### config.mk
export PLATFORM = sky130hd
export DESIGN_NAME = restoring_divider
export DESIGN_NICKNAME = d
export VERILOG_FILES = /design/src/rtl/restoring_divider.sv
export SDC_FILE = /design/constraint.sdc
export NUM_CORES = 1
export LEC_CHECK = 0
export CORE_MARGIN = 5
export CORE_UTILIZATION = 37
export CTS_CLUSTER_DIAMETER = 60
export DETAILED_ROUTE_END_ITERATION = 10
export GPL_TIMING_DRIVEN = 0
export PLACE_DENSITY_LB_ADDON = 0.12
export SETUP_SLACK_MARGIN = 0.1
export SLEW_MARGIN = 20
export SYNTH_ARGS = -nofsm -noshare
export SYNTH_HDL_FRONTEND = slang
export SYNTH_SLANG_ARGS = --single-unit
export TNS_END_PERCENT = 20
### constraint.sdc
create_clock -name clk -period 2.4 [get_ports clk]
set_clock_uncertainty 0.2 [all_clocks]
set_input_delay 0.24 -clock clk [delete_from_list [all_inputs] [get_ports clk]]
set_output_delay 0.24 -clock clk [all_outputs]
set_load 0.01 [all_outputs]
### src/rtl/restoring_divider.sv
// restoring_divider: sequential shift-subtract unsigned divider, one quotient bit per clock
// Ports:
//   clk        rising-edge clock
//   rst        synchronous active-low reset
//   src1       dividend (DIVIDEND_W bits), captured on the load edge
//   src2       divisor (DIVISOR_W bits), captured on the load edge
//   start      request; accepted in IDLE or DONE, ignored while calculating
//   quotient   src1 / src2, all ones when src2 == 0
//   remainder  src1 % src2, src1[DIVISOR_W-1:0] when src2 == 0
//   valid      level: result held stable until the next accepted start
//   busy       division in progress
//   div_zero   present only with DIV_ZERO_FLAG_EN: the completed division had a zero divisor
module restoring_divider #(
  parameter int DIVIDEND_W = 8,
  parameter int DIVISOR_W  = 4
) (
  input  logic                  clk,
  input  logic                  rst,
  input  logic [DIVIDEND_W-1:0] src1,
  input  logic [DIVISOR_W-1:0]  src2,
  input  logic                  start,
  output logic [DIVIDEND_W-1:0] quotient,
  output logic [DIVISOR_W-1:0]  remainder,
  output logic                  valid,
  output logic                  busy
`ifdef DIV_ZERO_FLAG_EN
  ,
  output logic                  div_zero
`endif
);
  localparam int CW = DIVIDEND_W > 1 ? $clog2(DIVIDEND_W) : 1;
  typedef enum logic [1:0] {IDLE, CALC, DONE} state_t;
  state_t state, state_n;
  logic load, step, last, ge;
  logic [CW-1:0] cnt;
  logic [DIVIDEND_W-1:0] dvd;
  logic [DIVISOR_W-1:0] dvs;
  logic [DIVISOR_W:0] pr, trial, pr_n;
  logic unused_pr_msb;
  always_ff @(posedge clk) begin
    if (!rst) state <= IDLE;
    else state <= state_n;
  end
  always_comb begin
    state_n = state;
    case (state)
      IDLE:    state_n = start ? CALC : IDLE;
      CALC:    state_n = cnt == CW'(DIVIDEND_W-1) ? DONE : CALC;
      DONE:    state_n = start ? CALC : DONE;
      default: state_n = IDLE;
    endcase
  end
  always_comb begin
    load = start && (state == IDLE || state == DONE);
    step = state == CALC;
    last = step && cnt == CW'(DIVIDEND_W-1);
  end
  // dvd shifts dividend bits out of the top while quotient bits enter at the bottom
  assign trial = {pr[DIVISOR_W-1:0], dvd[DIVIDEND_W-1]};
  assign ge = trial >= {1'b0, dvs};
  assign pr_n = ge ? trial - {1'b0, dvs} : trial;
  // after a subtract the remainder is below the divisor, so the top bit never feeds the next shift
  assign unused_pr_msb = pr[DIVISOR_W];
  always_ff @(posedge clk) begin
    if (!rst) begin
      dvd <= '0;
      dvs <= '0;
      pr <= '0;
      cnt <= '0;
      quotient <= '0;
      remainder <= '0;
      valid <= 1'b0;
      busy <= 1'b0;
`ifdef DIV_ZERO_FLAG_EN
      div_zero <= 1'b0;
`endif
    end else if (load) begin
      dvd <= src1;
      dvs <= src2;
      pr <= '0;
      cnt <= '0;
      valid <= 1'b0;
      busy <= 1'b1;
`ifdef DIV_ZERO_FLAG_EN
      div_zero <= 1'b0;
`endif
    end else if (step) begin
      dvd <= {dvd[DIVIDEND_W-2:0], ge};
      pr <= pr_n;
      cnt <= cnt + CW'(1);
      if (last) begin
        quotient <= {dvd[DIVIDEND_W-2:0], ge};
        remainder <= pr_n[DIVISOR_W-1:0];
        valid <= 1'b1;
        busy <= 1'b0;
`ifdef DIV_ZERO_FLAG_EN
        div_zero <= dvs == '0;
`endif
      end
    end
  end
endmodule

Word-level counts from Yosys, hierarchy flattened. Index checks and enable logic that the tools add are counted.

Bits in registers: 35. Input port bits: 15. Output and inout port bits: 14. Logic and storage cells: 37.

Add/subtract/negate cells: 2. Magnitude comparators: 1. Eq/ne operators: 3. Mux-type cells: 10. Bitwise logic cells: 2. Reductions and logical operators: 10.

Operators with widths (number): 2-to-1 mux 8 bit (2); case mux 2 bit (3 select lines) (1); >= comparator 5 x 4 -> 1 bit (1); 2-to-1 mux 1 bit (4); 2-to-1 mux 2 bit (2); 2-to-1 mux 4 bit (1); AND reduction 2 bit (2); nonzero test 2 bit (2); subtractor 4 bit (1); adder 3 x 1 -> 3 bit, second input constant (1); == test 3 bit, second input constant (1); AND reduction 3 bit (1); == test 2 x 1 -> 1 bit, second input constant (1); == test 2 bit, second input constant (1); logical AND 1 bit (2); logical NOT 2 bit (1); inverter 1 bit (2); OR reduction 2 bit (1); logical OR 1 bit (1).

Logic depth before layout (Yosys ltp).
Depth in word-level cells: 5. Mapped depth: 7. Depth with buffers taken out: 7.

Worst setup path before layout. OpenSTA, ideal clock, no wires.

Path kind: reg-to-reg. From: register dvd[7]. To: register remainder[0]. Library setup time: 0.067 ns. Data arrival time: 1.631 ns. Data required time: 2.133 ns. Path slack: 0.501 ns. Cell stages (with the launch flop): 8. Buffers on the path: 0. Period minus slack after synthesis: 1.899 ns. Path through: dfxtp_1 inv_1 ha_1 nand2b_4 a211oi_4 o21ai_2 mux2_4 o21ai_2.

Longest elaborated chain between the ends: 2. Elaborated cells on any way between the ends: 3. Classes of those cells: add/sub: 1; order compare: 1; mux: 1.

Ends and longest elaborated chain: start: declaration (RTL line 36) `logic [DIVIDEND_W-1:0] dvd;`; start signal: assignment (RTL line 78) `dvd <= src1;`; start signal: assignment (RTL line 88) `dvd <= {dvd[DIVIDEND_W-2:0], ge};`; subtractor 4 bit or >= comparator 5 x 4 -> 1 bit (tied branches) (RTL line 61, 60); 2-to-1 mux 4 bit (*) (RTL line 61) `assign pr_n = ge ? trial - {1'b0, dvs} : trial;`; end signal: assignment (RTL line 93) `remainder <= pr_n[DIVISOR_W-1:0];`; end: declaration (RTL line 23) `output logic [DIVISOR_W-1:0] remainder,`.

Every way passes the cells marked *; elsewhere a longest branch is shown, timed or not. A chain may end at the register's enable or synchronous reset.

Final worst setup path. Same ends and word-level chain as after synthesis.

==> impl_metrics.toml <==
[routing]
drt-pass1-iter-count = 4
routed_wl_um = 3800
route.detailed.drc = 0
drtIter0Drc = 39
viasPerCell = 5.13
antenna_left = 0
via_count = 1381
wire_per_inst_um = 14.1

[synthesis]
yosys-top-cells-count = "nand2_1, dfxtp_1, nor2_1"
yosys_warnings = 0
netlist_instances = 181
synth_largest_area_cell = "dfxtp_1"
synth_seq_cells = 35
synth.top_cell.area_share_pct = 43.8
synth_most_common_cell = "nand2_1"
synth-edff-count = 0
async_flop_share_pct = 0
synthesis.area_um2 = 1600
synth-main-ff-cell = "dfxtp_1"
yosys-top-cells-area = "dfxtp_1, nand2_1, a21boi_1, ha_1, nor2_1"
post_synth.cell_area_avg_um2 = 8.84
syn-num-nets = 203
ys_seq_area_share_pct = 43.8
synth.distinct_cells = 34

[clocking]
clk_pin_slew_ps = 70
cts_root_buf = "clkbuf_8"
post_cts_buffers = 0
cts_tree = "yes"
htree_levels = 2
ctsHoldBuffers = 0
cts_resized = 0
cts_buffer_depth = 2
cts_inserted_buffers = 5
worstSkewPairLatency_ps = 290
cts_sinks = 35

[power]
ir_worst_vdd_uv = 258
p_per_area_nw_per_um2 = 615
leakagePower_nw = 0.765
total_power_mw = 1.25

[timing]
slew-limit-headroom_pct = 61.7
period_needed_ps = 2040
tightest_slew_ps = 574
min_period_over_period_pct = 85.0
hold_viol_final = 0
drv_slew = 0
finalSetupTns_ps = 0
timing.fmax_ghz = 0.490
fin_hold_ws_ps = 252
finalSetupViolCount = 0
rsz0062_at_grt = "no"

[die]
rows = 24
ios = 29
die_width_um = 75.8
start_util_pct = 37.5
die-area_um2 = 5740
core-area_um2 = 4260
die_h_um = 75.8

[global_routing]
grt_max_degree = 12
grt_pass1_vias = 1402
grt_usage_pct = 14.9
gr-total-overflow = 0
grt_pass1_wl_um = 6330
grt_antenna_before_repair = 0

[setup_path]
required_ps = 2420
cpMaxStageDelayCell = "dfxtp_1"
start_kind = "register"
path_class = "reg2reg"
cp_max_fo = 5
arrival_ps = 2060
crit_path_max_incr_delay_ps = 340
path_common_cell = "o21ai_2"
end_kind = "register"
crit_chain = "inv_1, ha_1, nand2b_4, a211oi_4, o21ai_2, mux2_4, o21ai_2"

[layout]
nNetsFinal = 238
areaGrowthSynthToFinish_pct = 26.9
drive_above_1_share_pct = 9.22
diodes = 0

[placement]
dp_hpwl_um = 2850
gp_congestion = 0.761
port_buffers = 28

[worst_hold_path]
hp-class = "reg2reg"

[job]
maxCapViolCount = 0

[outcome]
status = "completed"
-- layout make-up --
class / count / area (µm²)
inverter: 6 / 22.5
clock inverter: 2 / 12.5
fill: 427 / 2230
sequential: 35 / 701
timing repair buffer: 28 / 280
tap: 52 / 65.1
buffer: 10 / 40.0
clock buffer: 6 / 72.6
multi-input combinational: 130 / 837
-- where the power goes --
group          internal, mW  switching, mW  total [mW]
clock                 0.203          0.215       0.418
combinational        0.0977          0.109       0.207
sequential            0.605         0.0188       0.624
total                 0.906          0.343        1.25
-- final timing paths --
| kind | to | depth (start not counted) | startpoint | slack, ps |
|---|---|---|---|---|
| worst max-delay path | remainder[0] | 7 | dvd[7] | 360 |
| worst min-delay path | quotient[6] | 2 | quotient[6] | 250 |
| worst max register to register | remainder[0] | 7 | dvd[7] | 360 |
| worst min register to register | quotient[6] | 2 | quotient[6] | 250 |
-- logic make-up (layout without fill, tap and decap cells) --
kind of cell    count (synthesis)  after routing  share of synthesized area, %
fa+ha+maj                       7              7                          5.94
buf+inv                        16             52                          3.91
flops                          35             35                          43.8
xor+xnor                        2              2                          1.09
compound gates                 44             44                          21.8
simple gates                   72             72                          19.7
mux                             5              5                          3.75
-- critical path, delay by kind of cell (launching register included) --
family | cells | cell delay, ps
AOI/OAI and AO/OA | 3 | 570
DFF | 1 | 340
muxes | 1 | 340
adders and majority gates | 1 | 300
and+or+nand+nor | 1 | 150
buffers and inverters | 1 | 60
-- through the flow --
step	std cells	setup slack, ps	instance area (µm²)	util (%)
after floorplan	181	501	1600	-
after global placement	261	197	1950	45.6
after detailed placement	261	167	1950	45.6
after CTS	269	368	2030	47.6
after global routing	269	258	2030	47.6
final	269	361	2030	47.6
-- state kept, by name, summed over array words and instances, names as in the netlist --
signal     cells
dvs            4
quotient       8
busy           1
valid          1
state          2
cnt            3
pr             4
remainder      4
dvd            8
-- layout by cell type (no fill, tap or decap), types with 3 or more instances in the layout --
cell type        Yosys  final
clkdlybuf4s50_1      0     28
clkbuf_1             7      8
nor2_1              15     15
nand3_1              8      8
a21boi_1            14     14
nand2_1             39     39
o221ai_1             3      3
o21ai_2              4      4
inv_1                6      6
mux2i_1              3      3
o21ai_1              4      4
o211a_1              3      3
dfxtp_1             35     35
a21oi_1              5      5
ha_1                 6      6
clkbuf_8             0      5
-- metal layers --
| metal | vias to the layer above | track usage [%] | routed length, µm |
|---|---|---|---|
| met5 | - | 0 | 0 |
| met2 | 33 | 23.8 | 1880 |
| li1 | 687 | - | - |
| met4 | 0 | 7.18 | 80 |
| met3 | 11 | 4.49 | 162 |
| met1 | 650 | 18.2 | 1680 |
No activity file was read; power rests on OpenSTA's default activity.
